**src/rtl/rx_comma_aligner_if.sv**
```systemverilog
// Bundles the serial receive input and the aligned symbol output of the comma aligner.
// Latency: none, this is wiring only.
// Backpressure: none, the receive path is free-running at one bit per clock.
interface rx_comma_aligner_if;
    logic       data_in;
    logic       RXIDLE;
    logic [9:0] data_out;
    logic       SYMBOL_CLK;
    logic       RXVALID;
    logic       COMMA_DET;

    // Receiver side: supplies bits and idle, consumes aligned symbols.
    modport master (
        output data_in,
        output RXIDLE,
        input  data_out,
        input  SYMBOL_CLK,
        input  RXVALID,
        input  COMMA_DET
    );

    // Aligner side.
    modport slave (
        input  data_in,
        input  RXIDLE,
        output data_out,
        output SYMBOL_CLK,
        output RXVALID,
        output COMMA_DET
    );
endinterface

```
**src/rtl/rx_comma_aligner.sv**
```systemverilog
// Serial-to-parallel front end: hunts the K28.5 comma, confirms alignment, emits 10-bit symbols.
// Latency: a symbol is registered on the edge sampling its 10th bit and is visible the next cycle.
// Backpressure: none; one bit per clock is always consumed, and RXIDLE flushes alignment.
module rx_comma_aligner #(
    parameter int         CONFIRM_COMMAS  = 2,
    parameter int         CONFIRM_TIMEOUT = 16,
    parameter logic [9:0] K285_NEG        = 10'b0101111100,
    parameter logic [9:0] K285_POS        = 10'b1010000011
) (
    input logic               clock,
    input logic               Reset,
    rx_comma_aligner_if.slave rx
);

    typedef enum logic [1:0] {
        HUNT,
        CONFIRM,
        LOCKED
    } state_t;

    localparam logic [3:0] CC = 4'(CONFIRM_COMMAS);
    localparam logic [7:0] CT = 8'(CONFIRM_TIMEOUT);

    state_t     state;
    state_t     state_nxt;
    logic [9:0] sh;
    logic [9:0] win;
    logic [3:0] cnt;
    logic [3:0] cnt_nxt;
    logic [3:0] ccnt;
    logic [3:0] ccnt_nxt;
    logic [3:0] ccnt_inc;
    logic [7:0] tcnt;
    logic [7:0] tcnt_nxt;
    logic [7:0] tcnt_inc;
    logic       comma;
    logic       boundary;
    logic       emit;
    logic       rxvalid_nxt;

    // The newest bit lands at the top so the first-received bit of a symbol ends up in bit 0.
    assign win      = {rx.data_in, sh[9:1]};
    assign comma    = (win == K285_NEG) || (win == K285_POS);
    assign boundary = (cnt == 4'd9);

    // Next-state, counter updates and symbol emit decision.
    always_comb begin
        state_nxt   = state;
        cnt_nxt     = cnt;
        ccnt_nxt    = ccnt;
        tcnt_nxt    = tcnt;
        emit        = 1'b0;
        rxvalid_nxt = rx.RXVALID;
        ccnt_inc    = ccnt + 4'd1;
        tcnt_inc    = tcnt + 8'd1;
        unique case (state)
            HUNT: begin
                cnt_nxt = 4'd0;
                if (comma) begin
                    emit     = 1'b1;
                    ccnt_nxt = 4'd1;
                    tcnt_nxt = 8'd0;
                    if (CC == 4'd1) begin
                        state_nxt   = LOCKED;
                        rxvalid_nxt = 1'b1;
                    end else begin
                        state_nxt = CONFIRM;
                    end
                end
            end
            CONFIRM: begin
                if (comma && !boundary) begin
                    // A comma off the expected phase becomes the new anchor.
                    emit     = 1'b1;
                    cnt_nxt  = 4'd0;
                    ccnt_nxt = 4'd1;
                    tcnt_nxt = 8'd0;
                end else if (boundary) begin
                    emit    = 1'b1;
                    cnt_nxt = 4'd0;
                    if (comma) begin
                        ccnt_nxt = ccnt_inc;
                        if (ccnt_inc >= CC) begin
                            state_nxt   = LOCKED;
                            rxvalid_nxt = 1'b1;
                        end
                    end else begin
                        tcnt_nxt = tcnt_inc;
                        if (tcnt_inc >= CT) begin
                            state_nxt = HUNT;
                        end
                    end
                end else begin
                    cnt_nxt = cnt + 4'd1;
                end
            end
            LOCKED: begin
                if (comma && !boundary) begin
                    // Lost phase: drop valid and re-confirm around the new comma.
                    emit        = 1'b1;
                    cnt_nxt     = 4'd0;
                    ccnt_nxt    = 4'd1;
                    tcnt_nxt    = 8'd0;
                    state_nxt   = CONFIRM;
                    rxvalid_nxt = 1'b0;
                end else if (boundary) begin
                    emit    = 1'b1;
                    cnt_nxt = 4'd0;
                end else begin
                    cnt_nxt = cnt + 4'd1;
                end
            end
            default: begin
                state_nxt = HUNT;
            end
        endcase
    end

    // State register; idle restarts the hunt just like reset.
    always_ff @(posedge clock) begin
        if (Reset) begin
            state <= HUNT;
        end else if (rx.RXIDLE) begin
            state <= HUNT;
        end else begin
            state <= state_nxt;
        end
    end

    // Shift register, counters and registered outputs; idle keeps the last symbol on data_out.
    always_ff @(posedge clock) begin
        if (Reset) begin
            sh            <= 10'd0;
            cnt           <= 4'd0;
            ccnt          <= 4'd0;
            tcnt          <= 8'd0;
            rx.data_out   <= 10'd0;
            rx.SYMBOL_CLK <= 1'b0;
            rx.RXVALID    <= 1'b0;
            rx.COMMA_DET  <= 1'b0;
        end else if (rx.RXIDLE) begin
            sh            <= 10'd0;
            cnt           <= 4'd0;
            ccnt          <= 4'd0;
            tcnt          <= 8'd0;
            rx.SYMBOL_CLK <= 1'b0;
            rx.RXVALID    <= 1'b0;
            rx.COMMA_DET  <= 1'b0;
        end else begin
            sh            <= win;
            cnt           <= cnt_nxt;
            ccnt          <= ccnt_nxt;
            tcnt          <= tcnt_nxt;
            rx.SYMBOL_CLK <= emit;
            rx.COMMA_DET  <= emit && comma;
            rx.RXVALID    <= rxvalid_nxt;
            if (emit) begin
                rx.data_out <= win;
            end
        end
    end

endmodule

```
**src/flat_wrapper.sv**
```systemverilog
// flat-port wrapper written by rule: the top's interface ports become plain ports
module rx_comma_aligner_flat 
#(
    parameter int         CONFIRM_COMMAS  = 2,
    parameter int         CONFIRM_TIMEOUT = 16,
    parameter logic [9:0] K285_NEG        = 10'b0101111100,
    parameter logic [9:0] K285_POS        = 10'b1010000011
)
  (clock, Reset, rx_data_in, rx_RXIDLE, rx_data_out, rx_SYMBOL_CLK, rx_RXVALID, rx_COMMA_DET);
  rx_comma_aligner_if rx_i ();
  input logic clock;
  input logic Reset;
  input wire logic [$bits(rx_i.data_in)-1:0] rx_data_in;
  input wire logic [$bits(rx_i.RXIDLE)-1:0] rx_RXIDLE;
  output wire logic [$bits(rx_i.data_out)-1:0] rx_data_out;
  output wire logic [$bits(rx_i.SYMBOL_CLK)-1:0] rx_SYMBOL_CLK;
  output wire logic [$bits(rx_i.RXVALID)-1:0] rx_RXVALID;
  output wire logic [$bits(rx_i.COMMA_DET)-1:0] rx_COMMA_DET;
  assign rx_i.data_in = rx_data_in;
  assign rx_i.RXIDLE = rx_RXIDLE;
  assign rx_data_out = rx_i.data_out;
  assign rx_SYMBOL_CLK = rx_i.SYMBOL_CLK;
  assign rx_RXVALID = rx_i.RXVALID;
  assign rx_COMMA_DET = rx_i.COMMA_DET;
  rx_comma_aligner #(.CONFIRM_COMMAS(CONFIRM_COMMAS), .CONFIRM_TIMEOUT(CONFIRM_TIMEOUT), .K285_NEG(K285_NEG), .K285_POS(K285_POS)) u_core (.clock(clock), .Reset(Reset), .rx(rx_i));
endmodule
```
**config.mk**
```make
export PLATFORM = sky130hd
export DESIGN_NAME = rx_comma_aligner_flat
export DESIGN_NICKNAME = d
export VERILOG_FILES = /design/src/rtl/rx_comma_aligner_if.sv /design/src/rtl/rx_comma_aligner.sv /design/src/flat_wrapper.sv
export SDC_FILE = /design/constraint.sdc
export NUM_CORES = 1
export LEC_CHECK = 0
export CORE_MARGIN = 1.5
export CORE_UTILIZATION = 35
export DETAILED_ROUTE_END_ITERATION = 8
export GPL_TIMING_DRIVEN = 0
export PLACE_DENSITY_LB_ADDON = 0.25
export SLEW_MARGIN = 20
export SYNTH_ARGS = -nofsm -noshare
export SYNTH_HDL_FRONTEND = slang
export SYNTH_SLANG_ARGS = --single-unit
```
**constraint.sdc**
```tcl
create_clock -name clock -period 4.7 [get_ports clock]
set_input_delay 0.47 -clock clock [delete_from_list [all_inputs] [get_ports clock]]
set_output_delay 0.47 -clock clock [all_outputs]
set_load 0.01 [all_outputs]
```
== Word level (Yosys, flattened, before mapping) ==
Cells that the tools add are included.
Cells by class
  add/subtract/negate cells: 3
  $lt $le $gt $ge: 2
  eq/ne operators: 16
  mux-type cells: 33
  bitwise gates (word level): 1
  reductions and logical operators: 15
Operators with widths (count)
  2-to-1 mux 8 bit: 5
  2-to-1 mux 4 bit: 7
  one-hot mux 8 bit (3 select lines): 1
  2-to-1 mux 2 bit: 7
  one-hot mux 4 bit (3 select lines): 1
  AND reduction 6 bit: 2
  equality test 10 bit, second input constant: 1
  equality test 10 x 9 -> 1 bit, second input constant: 1
  != test 2 x 1 -> 1 bit, second input constant: 5
  AND reduction 5 bit: 2
  != test 3 x 1 -> 1 bit, second input constant: 3
  adder 4 x 1 -> 4 bit, second input constant: 2
  adder 8 x 1 -> 8 bit, second input constant: 1
  greater-or-equal comparator 8 x 5 -> 1 bit, second input constant: 1
  2-to-1 mux 1 bit: 8
  one-hot mux 4 bit (2 select lines): 1
  != test 3 bit, second input constant: 2
  one-hot mux 2 bit (3 select lines): 1
  equality test 4 bit, second input constant: 1
  greater-or-equal comparator 4 x 2 -> 1 bit, second input constant: 1
  one-hot mux 1 bit (2 select lines): 2
  nonzero test 2 bit: 2
  OR reduction 2 bit: 2
  nonzero test 3 bit: 1
  9 further kinds: 10
Word-level totals
  register bits after elaboration: 41
  bits of input ports: 4
  output and inout port bits: 13
  word-level logic and storage cells: 79

== Depth between registers and ports, before layout ==
  word-level depth: 7
  gate-level depth with buffers: 10
  depth with buffers taken out: 8

== Least setup slack after synthesis ==
No wires, ideal clock.
  path type: register to register
  from: reg u_core.state[1]
  to: reg u_core.tcnt[7]
  library setup time: 0.074 ns
  data arrival time: 1.997 ns
  data required time: 4.626 ns
  setup slack: 2.628 ns
  stages on the path, launching flop included: 8
  buffers on the path: 0
  clock period less this slack: 2.072 ns
  cells stage by stage: dfxtp_1 -> inv_1 -> ha_1 -> or3b_1 -> nor2_1 -> nand4_1 -> or3_1 -> a31oi_1
Between the ends
  longest elaborated chain between the ends: 3
  elaborated cells on any way between the ends: 10
  those cells by class: 6 x eq/ne; 1 x mux; 3 x reduce/logical
Ends and longest elaborated chain
  start: declaration: line rx_comma_aligner.sv:24  | state_t state;
  start signal: assignment: line rx_comma_aligner.sv:126  | state <= state_nxt;
  equality test 2 x 1 -> 1 bit (tied with other cells): line rx_comma_aligner.sv:56  | unique case (state)
  != test 3 bit (no source line) (tied with other cells)
  AND reduction 5 bit (no source line)
  end signal: assignment: line rx_comma_aligner.sv:153  | tcnt <= tcnt_nxt;
  end: declaration: line rx_comma_aligner.sv:33  | logic [7:0] tcnt;
Parallel ways exist; a longest one is shown, timed or not.
A chain may end at the register's enable or synchronous reset.

== Worst setup path in the final report ==
Same ends and word-level chain as after synthesis.

==> impl_metrics.tcl <==
set metrics [dict create \
    switchingPower_uw 138 \
    finalCriticalPeriod_ns 2.44 \
    cp-start-kind "flop" \
    worstPathCellList "inv_1 > ha_1 > or3b_1 > nor2_1 > nand4_1 > or3_1 > a31oi_1" \
    ys_ff_latch 40 \
    yosysTopAreaCellShare_pct 40.4 \
    yosys_warnings 0 \
    fin_skew_ns 0.00802 \
    required_ns 4.92 \
    p_per_area_mw_per_mm2 273 \
    swShare_pct 21.5 \
    io_buffers 16 \
    fin_area_mm2 0.00235 \
    p_seq_share_pct 52.9 \
    drt.antenna.violating_nets 0 \
    yosysSeqAreaShare_pct 40.4 \
    antenna_found_initial 0 \
    timing.fmax_mhz 409 \
    pre_cts_slack_ns 2.12 \
    die_w_um 78.3 \
    finalSetupViolations 0 \
    drt-total-wl_um 4110 \
    multi_input_area_mm2 0.00110 \
    syn_to_final_growth_pct 18.4 \
    layout.nets 264 \
    dieHeight_um 78.3 \
    start_util_pct 36.2 \
    hp-class "flop to flop" \
    synth_fp_nets 241 \
    core_mm2 0.00547 \
    hold_viol_final 0 \
    antenna_cells 0 \
    ys_top_cells_by_area "dfxtp_1 40%, nor2_1 6.1%, ha_1 5.7%, mux2i_1 5.6%, a21oi_1 4.8%" \
    io-pin-count 17 \
    cts_buffers 5 \
    post_cts_resized 0 \
    syn-instance-count 228 \
    setup_tns_ns 0 \
    row_count 27 \
    place_area_mm2 0.00223 \
    p_int_uw 503 \
    num_vias 1646 \
    clock_sinks 40 \
    dieArea_mm2 0.00612 \
    yosys.area.top_type "dfxtp_1" \
    syn_area_mm2 0.00198 \
    drive_gt1_share_pct 9.92 \
    grt_max_degree 15 \
    relSlewSlack_pct 56.3 \
    yosys_most_used_dff "dfxtp_1" \
    worstMarginPinSlew_ns 0.654 \
    async_reset_ff_share_pct 0 \
    root_buffer "clkbuf_8" \
    cts_hold_buf 0 \
    clk_latency_ns 0.29 \
    yosysUniqueCellTypes 51 \
    synth_edf_count 0 \
    dp.final_hpwl_um 2890 \
    crit_type "flop to flop" \
    seqCellArea_um2 801 \
    place.gp.congestion 0.782 \
    crit_arrival_ns 2.66 \
    end_kind "flop" \
    grt_pass1_wl_um 7410 \
    first_pass_iters 5 \
    final_util_pct 42.9 \
    fin_crit_sh_pct 52.0 \
    cap_violations 0 \
    post_cts_buffers 0 \
    cts_max_level 2 \
    slew_violations 0 \
    grt_pass1_vias 1598 \
    cts.clk_slew.worst_paths_ns 0.08 \
    clkPwrFrac_pct 45.1 \
    grt_usage_pct 15.0 \
    drtIter0Drc 66 \
    p_leak_uw 0.000896 \
    peakVddDrop_mv 0.150 \
    avgSynthCellArea_um2 8.69 \
    cts_buffer_depth 2 \
    cts_tree "built" \
    drc 0 \
    viasPerCell 5.08 \
    outcome "finished clean" \
    dp.cells 316 \
    worstPathMaxFanout 7 \
    layoutNonFillerInstCount 324 \
    rsz0062_at_grt "no" \
    gr-total-overflow 0 \
    max_stage_delay_ns 0.45 \
    nFillCells 575 \
    setup_slack_ns 2.26 \
    critPathSlowestCell "dfxtp_1" \
    wl_per_cell_um 12.7 \
    comb_power_share_pct 1.9 \
]
-- layer usage --
metal  track usage, %  share of wire (%)
met5                0                  0
met4             4.29                1.0
met3             2.79                2.3
met2             24.5                 45
met1             20.1                 52
-- flip-flops by register name, summed over array words and instances, names as in the netlist, 2 cells and up --
signal and cells:
u_core.state 2, u_core.rx.data_out 10, u_core.sh 9, u_core.cnt 4
u_core.tcnt 8, u_core.ccnt 4
-- Yosys cell counts, types with 2 or more instances --
master and n:
o22ai_1 2, o21ai_1 2, nor2_1 32, xor2_1 2, and2_2 2, nor3_1 6
a31oi_1 2, or2_2 3, nand3b_1 2, and4bb_1 2, nand3_1 8, nor2b_1 4
mux2i_1 11, nand4_1 4, a21oi_1 19, clkbuf_1 6, dfxtp_1 40, o21ai_0 8
buf_2 2, a41oi_1 2, and4_4 2, ha_1 9, inv_1 9, and2_1 9
or3_1 4, nand2_1 11
-- final timing paths --
kind         slack (ns)       startpoint        endpoint  depth (start not counted)
min                0.48   u_core.tcnt[1]  u_core.tcnt[1]                          2
max                2.26  u_core.state[1]  u_core.tcnt[7]                          7
min reg2reg        0.48   u_core.tcnt[1]  u_core.tcnt[1]                          2
max reg2reg        2.26  u_core.state[1]  u_core.tcnt[7]                          7
-- stage by stage --
stage	hold WS, ns	power (µW)
2_1_floorplan	0.444	353
3_3_place_gp	0.463	360
3_5_place_dp	0.468	360
4_1_cts	0.479	652
5_1_grt	0.525	666
6_report	0.476	642
-- worst max-delay path, delay by kind of cell, from the launching register on --
family                     cells  cell delay (ns)
and+or+nand+nor                4             1.30
buffers and inverters          1             0.09
AOI/OAI and AO/OA              1             0.18
DFF                            1             0.45
adders and majority gates      1             0.35
-- layout make-up --
type	instances	share of cell area [%]
multi-input combinational	169	47.0
sequential	40	34.1
timing repair buffer	16	6.82
tap	72	3.84
clock buffer	5	2.93
clock inverter	3	1.97
buffer	10	1.87
inverter	9	1.44
-- logic make-up (layout without fill, tap and decap cells) --
group                    count (synthesis)  in the layout  synth area share, %
AND/OR/NAND/NOR                         99             99                 27.7
flip-flops                              40             40                 40.4
XOR/XNOR                                 2              2                0.884
AO/OA/AOI/OAI                           48             48                 15.8
multiplexers                            11             11                 5.56
buffers and inverters                   19             43                 3.91
adder cells (fa/ha/maj)                  9              9                 5.68
-- placed cells by master (no fill, tap or decap), drive strengths merged, types with 4 or more instances in the layout --
master and instances:
o21ai 11, a21oi 19, nor2b 4, mux2i 11
inv 10, or3 4, nor3 6, and2 11
clkbuf 12, nand3 8, clkdlybuf4s50 16, nor2 32
nand4 4, ha 9, dfxtp 40, nand2 12
-- power groups by stage --
stage | sequential, µW | clock (µW) | combinational [µW]
CTS | 340 | 299 | 12.8
finish | 340 | 290 | 12.5
floorplan | 347 | 0 | 6.02
global route | 340 | 312 | 13.9
detailed placement | 348 | 0 | 12.8
global placement | 348 | 0 | 12.6
No activity file was read; power rests on OpenSTA's default activity.
